File: config.mk
export PLATFORM = sky130hd
export DESIGN_NAME = halflife_input_cond
export DESIGN_NICKNAME = d
export VERILOG_FILES = /design/src/rtl/halflife_pkg.sv /design/src/rtl/halflife_debounce.sv /design/src/rtl/halflife_input_cond.sv
export SDC_FILE = /design/constraint.sdc
export NUM_CORES = 1
export LEC_CHECK = 0
export ABC_AREA = 1
export BUFFER_PORTS_ARGS = -buffer_cell sky130_fd_sc_hd__buf_2
export CAP_MARGIN = 10
export CORE_MARGIN = 1.5
export CORE_UTILIZATION = 41
export CTS_BUF_LIST = sky130_fd_sc_hd__clkbuf_8
export DETAILED_ROUTE_END_ITERATION = 7
export GPL_ROUTABILITY_DRIVEN = 1
export SLEW_MARGIN = 20
export SYNTH_ARGS = -nofsm -noshare
export SYNTH_HDL_FRONTEND = slang
export SYNTH_HIERARCHICAL = 1
export SYNTH_SLANG_ARGS = --single-unit
File: constraint.sdc
create_clock -name clk -period 3.05 [get_ports clk]
set_input_delay 0.61 -clock clk [delete_from_list [all_inputs] [get_ports clk]]
set_output_delay 0.61 -clock clk [all_outputs]
set_load 0.01 [all_outputs]
File: src/rtl/halflife_pkg.sv
// Shared definitions for the half-life timer front end: repeat FSM states,
// default timing constants and the switch nibble width.
package halflife_pkg;

   localparam int NIBBLE_W                = 4;
   localparam int DEFAULT_DEBOUNCE_CYCLES = 50000;
   localparam int DEFAULT_REPEAT_DELAY    = 12500000;
   localparam int DEFAULT_REPEAT_RATE     = 2500000;

   // Auto-repeat state for a held up/down button
   typedef enum logic [1:0] {
      RPT_IDLE   = 2'd0,
      RPT_WAIT   = 2'd1,
      RPT_REPEAT = 2'd2
   } repeat_state_e;

   // Larger of two integers, used to size the shared repeat timer
   function automatic int maxInt(input int a, input int b);
      return (a > b) ? a : b;
   endfunction

endpackage

File: src/rtl/halflife_debounce.sv
// One button path: 2-FF synchroniser, stability counter that accepts a new
// level only after DEBOUNCE_CYCLES consecutive mismatching cycles, and a
// registered rising-edge strobe of the accepted level.
module halflife_debounce
   import halflife_pkg::*;
#(
   parameter int DEBOUNCE_CYCLES = DEFAULT_DEBOUNCE_CYCLES
) (
   input  logic clk,
   input  logic rst,
   input  logic raw_i,
   output logic level_o,
   output logic rise_o
);

   localparam int CNT_W = $clog2(DEBOUNCE_CYCLES + 1);
   localparam logic [CNT_W-1:0] CNT_LAST = CNT_W'(DEBOUNCE_CYCLES - 1);

   logic             syncMeta_q;
   logic             syncOut_q;
   logic             stable_q;
   logic             stable_d;
   logic [CNT_W-1:0] count_q;
   logic [CNT_W-1:0] count_d;
   logic             rise_q;

   // The count only advances while the synchronised input disagrees with the
   // accepted level; any agreeing cycle throws the partial count away.
   always_comb begin
      stable_d = stable_q;
      count_d  = '0;
      if (syncOut_q != stable_q) begin
         if (count_q == CNT_LAST) begin
            stable_d = syncOut_q;
            count_d  = '0;
         end else begin
            count_d = count_q + 1'b1;
         end
      end
   end

   // Synchroniser, debounce state and rise strobe; the strobe is formed from
   // the next accepted level so it lines up with the level change itself.
   always_ff @(posedge clk or posedge rst) begin
      if (rst) begin
         syncMeta_q <= 1'b0;
         syncOut_q  <= 1'b0;
         stable_q   <= 1'b0;
         count_q    <= '0;
         rise_q     <= 1'b0;
      end else begin
         syncMeta_q <= raw_i;
         syncOut_q  <= syncMeta_q;
         stable_q   <= stable_d;
         count_q    <= count_d;
         rise_q     <= stable_d & ~stable_q;
      end
   end

   assign level_o = stable_q;
   assign rise_o  = rise_q;

endmodule

File: src/rtl/halflife_input_cond.sv
// Front-end conditioner for the half-life timer core: debounces the three
// buttons, auto-repeats up/down while held, suppresses both while they are
// pressed together, and captures the switch nibble on each load.
module halflife_input_cond
   import halflife_pkg::*;
#(
   parameter int DEBOUNCE_CYCLES = DEFAULT_DEBOUNCE_CYCLES,
   parameter int REPEAT_DELAY    = DEFAULT_REPEAT_DELAY,
   parameter int REPEAT_RATE     = DEFAULT_REPEAT_RATE
) (
   input  logic                clk,
   input  logic                rst,
   input  logic                up_raw,
   input  logic                down_raw,
   input  logic                load_raw,
   input  logic [NIBBLE_W-1:0] in_raw,
   output logic                up_pulse,
   output logic                down_pulse,
   output logic                load_pulse,
   output logic [NIBBLE_W-1:0] in_q,
   output logic                in_valid,
   output logic                up_held,
   output logic                down_held
);

   localparam int TIMER_W = $clog2(maxInt(REPEAT_DELAY, REPEAT_RATE) + 1);
   localparam logic [TIMER_W-1:0] DELAY_LAST = TIMER_W'(REPEAT_DELAY - 1);
   localparam logic [TIMER_W-1:0] RATE_LAST  = TIMER_W'(REPEAT_RATE - 1);

   // Index 0 is the up button, index 1 the down button, index 2 load
   logic [2:0]          rawBtn;
   logic [2:0]          btnLevel;
   logic [2:0]          btnRise;
   logic                conflict;

   repeat_state_e       state_q [2];
   logic [TIMER_W-1:0]  timer_q [2];
   logic [1:0]          pulse_q;

   logic [NIBBLE_W-1:0] inMeta_q;
   logic [NIBBLE_W-1:0] inSync_q;
   logic [NIBBLE_W-1:0] inCapture_q;
   logic                inValid_q;
   logic                loadPulse_q;

   assign rawBtn = {load_raw, down_raw, up_raw};

   // Identical synchronise/debounce/edge path for every button
   for (genvar b = 0; b < 3; b++) begin : g_btn
      halflife_debounce #(
         .DEBOUNCE_CYCLES (DEBOUNCE_CYCLES)
      ) u_debounce (
         .clk     (clk),
         .rst     (rst),
         .raw_i   (rawBtn[b]),
         .level_o (btnLevel[b]),
         .rise_o  (btnRise[b])
      );
   end

   // Both directions held at once means the user intent is ambiguous
   assign conflict = btnLevel[0] & btnLevel[1];

   // Up/down repeat FSMs: press pulse, one long delay, then a steady rate.
   // A conflict parks both in IDLE so only a fresh press restarts them.
   always_ff @(posedge clk or posedge rst) begin
      if (rst) begin
         for (int i = 0; i < 2; i++) begin
            state_q[i] <= RPT_IDLE;
            timer_q[i] <= '0;
            pulse_q[i] <= 1'b0;
         end
      end else begin
         for (int i = 0; i < 2; i++) begin
            pulse_q[i] <= 1'b0;
            if (conflict) begin
               state_q[i] <= RPT_IDLE;
               timer_q[i] <= '0;
            end else begin
               case (state_q[i])
                  RPT_IDLE: begin
                     if (btnRise[i]) begin
                        pulse_q[i] <= 1'b1;
                        timer_q[i] <= '0;
                        state_q[i] <= RPT_WAIT;
                     end
                  end
                  RPT_WAIT: begin
                     if (!btnLevel[i]) begin
                        timer_q[i] <= '0;
                        state_q[i] <= RPT_IDLE;
                     end else if (timer_q[i] == DELAY_LAST) begin
                        pulse_q[i] <= 1'b1;
                        timer_q[i] <= '0;
                        state_q[i] <= RPT_REPEAT;
                     end else begin
                        timer_q[i] <= timer_q[i] + 1'b1;
                     end
                  end
                  RPT_REPEAT: begin
                     if (!btnLevel[i]) begin
                        timer_q[i] <= '0;
                        state_q[i] <= RPT_IDLE;
                     end else if (timer_q[i] == RATE_LAST) begin
                        pulse_q[i] <= 1'b1;
                        timer_q[i] <= '0;
                     end else begin
                        timer_q[i] <= timer_q[i] + 1'b1;
                     end
                  end
                  default: begin
                     timer_q[i] <= '0;
                     state_q[i] <= RPT_IDLE;
                  end
               endcase
            end
         end
      end
   end

   // Nibble switches are only synchronised; they are sampled at load time
   // and held until the next load, with a sticky flag once any load happened.
   always_ff @(posedge clk or posedge rst) begin
      if (rst) begin
         inMeta_q    <= '0;
         inSync_q    <= '0;
         inCapture_q <= '0;
         inValid_q   <= 1'b0;
         loadPulse_q <= 1'b0;
      end else begin
         inMeta_q    <= in_raw;
         inSync_q    <= inMeta_q;
         loadPulse_q <= btnRise[2] & btnLevel[2];
         if (btnRise[2] && btnLevel[2]) begin
            inCapture_q <= inSync_q;
            inValid_q   <= 1'b1;
         end
      end
   end

   assign up_pulse   = pulse_q[0];
   assign down_pulse = pulse_q[1];
   assign load_pulse = loadPulse_q;
   assign in_q       = inCapture_q;
   assign in_valid   = inValid_q;
   assign up_held    = btnLevel[0];
   assign down_held  = btnLevel[1];

endmodule

==> metrics.txt <==
FF+latch area 3203 um^2; Worst Hold Class in -> async; drt wl/cell around 13 um; min cycle time layout about 2.2 ns; worst setup path startpoint g_btn[1].u_debounce/level_o; Max Cap Viol 0; sequential-to-total area share from yosys stat 0.4349; Achievable Freq 460.7 MHz; vias per inst 4.934; router iterations before antenna repair 7; CP max FO 11; PD cells 389.1 nW/um^2; Worst Skew between 0.01 and 0.015 ns; GP Congestion a little under 0.9; GRT Total Usage 0.1902; number of synthesized flops with an enable pin 0; Post-Route WL around 16,000 um; setup TNS 0 ns; Final Instance Area 8066 um^2; layout cells sized above 1 0.1097; first-pass GRT wire length 28,150 um; reg2reg path depth 10; status complete, no violations; Rel. slew slack 0.4833; die area 18,780 um^2; hold-fix buffers at CTS 0; warnings from Yosys 6; WP data arrival 2.49 ns; Core Box Area approximately 17,000 um^2; Fillers 1,767; RSZ-0062 raised after global routing no; # port buffers 18; Syn-to-layout area delta 9.513%; fraction of registers with async set/reset 1.000; cts repair resizes 0; Clk Latency, worst-skew pair between 0.4 and 0.5 ns; Placed Instance Area 7720 um^2; fin cells 1,255; initial antenna violation count 0; clock sink count around 130; TritonCTS clock tree yes; WHS 0.2206 ns; crit path to timer_q[38]; Cell Area, Synth between 7000 and 8000 um^2; peak supply drop between 0.3 and 0.4 mV; worst reg2reg path endpoint timer_q[38]; worst r2r src g_btn[1].u_debounce/level_o; chip width roughly 140 um; Final setup viols 0; Leakage 3.905 nW; post-DP HPWL 11,780 um; placed cells 1,226; Tcrit/Tclk final 0.7117; fin. max-slew vios 0; Die H 137.0 um; H-tree depth 4; worst slew pin tran ~0.77 ns; clk slew on worst S/H paths 0.08 ns; syn avg cell area about 7.5 um^2; Final nets 1,043; row count 48; Routed Antenna Nets 0; Critical Path End Type flip-flop; final hold vios 0; crit start category flip-flop; Ant. Diodes 0; I/O pins 19; Clock Root Buffer clkbuf_8; R2R setup slack 0.88 ns; Post-Synthesis Cells 986; Vias 6,192; Total Power 3.139 mW; area of the multi-input gates 3590 um^2; Starting Density 0.4229; ys flop type dfrtp_1; WS Path Type reg -> reg; vias in the first global route 5,970; CTS max path bufs 2; FF+latch count, synth 128; CTS buffer count 17; Worst Path Required 3.37 ns; largest net degree at the start of global routing 29; Post-Syn Nets between 1,000 and 1,500; Post-CTS Setup Inserts 0; Iteration-0 DRC Markers 494; Netlist cell types 39; remaining global-route overflow 0; # DRC 0
worst max-delay path, cell delays in order (launching register included):
cell     delay (ns)
dfrtp_1        0.57
nand2_2        0.18
nand2_1        0.12
nor2_1         0.05
buf_4          0.17
inv_1          0.21
buf_4          0.22
nand2_1        0.09
nor2_1         0.20
xor2_1         0.17
a21oi_1        0.05
cell usage after synthesis (4+ instances only):
master    number  area (um^2)
a21oi_1       26        130.1
a31oi_1        7        43.79
buf_2          5        25.02
nand3_2        6        60.06
dfrtp_1      128         3203
nor3_1        18        90.09
xor2_1        27        236.5
nor2_2        17        106.4
nand3_1       76        380.4
inv_2          9        33.78
ha_1          14        175.2
xnor2_1        5        43.79
nand2_2       11        68.82
o21ai_0       19        95.09
nand2_1      240        900.9
o21bai_1       8        60.06
nor2_1       167        626.9
nand4_1       39        244.0
nor3_2         4        40.04
inv_1        127        476.7
metrics by stage:
step	utilization	setup WS, ns
floorplan	-	0.7285
global placement	0.4432	0.9999
detailed placement	0.4432	0.8733
CTS	0.4631	0.8644
global route	0.4631	0.6288
finish	0.4631	0.8793
report_power, final:
part / internal, mW / switching (mW) / leakage (nW)
combinational: 0.0196 / 0.0605 / 1.97
sequential: 1.72 / 0.0132 / 1.75
clock: 0.681 / 0.649 / 0.186
total: 2.42 / 0.723 / 3.91
layout by cell type (no fill, tap or decap), types with 4 or more instances in the layout:
cell / instances
nor3_1: 18
nor2_1: 167
nand2_2: 11
o21bai_1: 8
xnor2_1: 5
a21oi_1: 26
a31oi_1: 7
nand4_1: 39
nand3_2: 6
inv_1: 129
buf_4: 6
clkbuf_8: 20
inv_2: 10
nor2_2: 17
buf_2: 18
o21ai_0: 19
dfrtp_1: 128
xor2_1: 27
nor3_2: 4
nand2_1: 240
nand3_1: 76
ha_1: 14
routing by layer:
layer | vias up | global-route usage | share of wire
met1 | 2859 | 0.2585 | 0.49
li1 | 3202 | - | -
met5 | - | 0 | 0
met2 | 114 | 0.3012 | 0.45
met3 | 17 | 0.03815 | 0.039
met4 | 0 | 0.06784 | 0.014
cells by family after synthesis:
| family | after synthesis | synth area share |
|---|---|---|
| fa+ha+maj | 14 | 0.02378 |
| buf+inv | 145 | 0.07780 |
| flops | 128 | 0.4349 |
| simple gates | 589 | 0.3588 |
| compound gates | 75 | 0.06013 |
| xor+xnor | 35 | 0.04468 |
cell type report:
type	count	share of cell area
multi-input cells	713	0.4450
flip-flops and latches	128	0.3971
inverters	136	0.06329
well taps	225	0.03490
clock buffers	20	0.03412
repair buffers	24	0.01675
clock inverters	9	0.008841
state kept, by name, summed over array words and instances, names as in the netlist, 4 cells and up:
| register | cells |
|---|---|
| in_q | 4 |
| inMeta_q | 4 |
| timer_q | 48 |
| g_btn.u_debounce/count_q | 48 |
| state_q | 4 |
| inSync_q | 4 |
how the worst min path moves through the flow:
stage                                               from                             to  slack, ns  cells past startpoint
after floorplan           g_btn[0].u_debounce/syncMeta_q  g_btn[0].u_debounce/syncOut_q       0.33                      0
after global placement                       inMeta_q[1]                    inSync_q[1]       0.33                      0
after detailed placement                     inMeta_q[2]                    inSync_q[2]       0.34                      0
after CTS                                            rst                    timer_q[42]       0.22                      2
after global routing                                 rst                    timer_q[33]       0.24                      2
final                                                rst                    timer_q[33]       0.22                      2
Power figures use the tool's default switching activity.
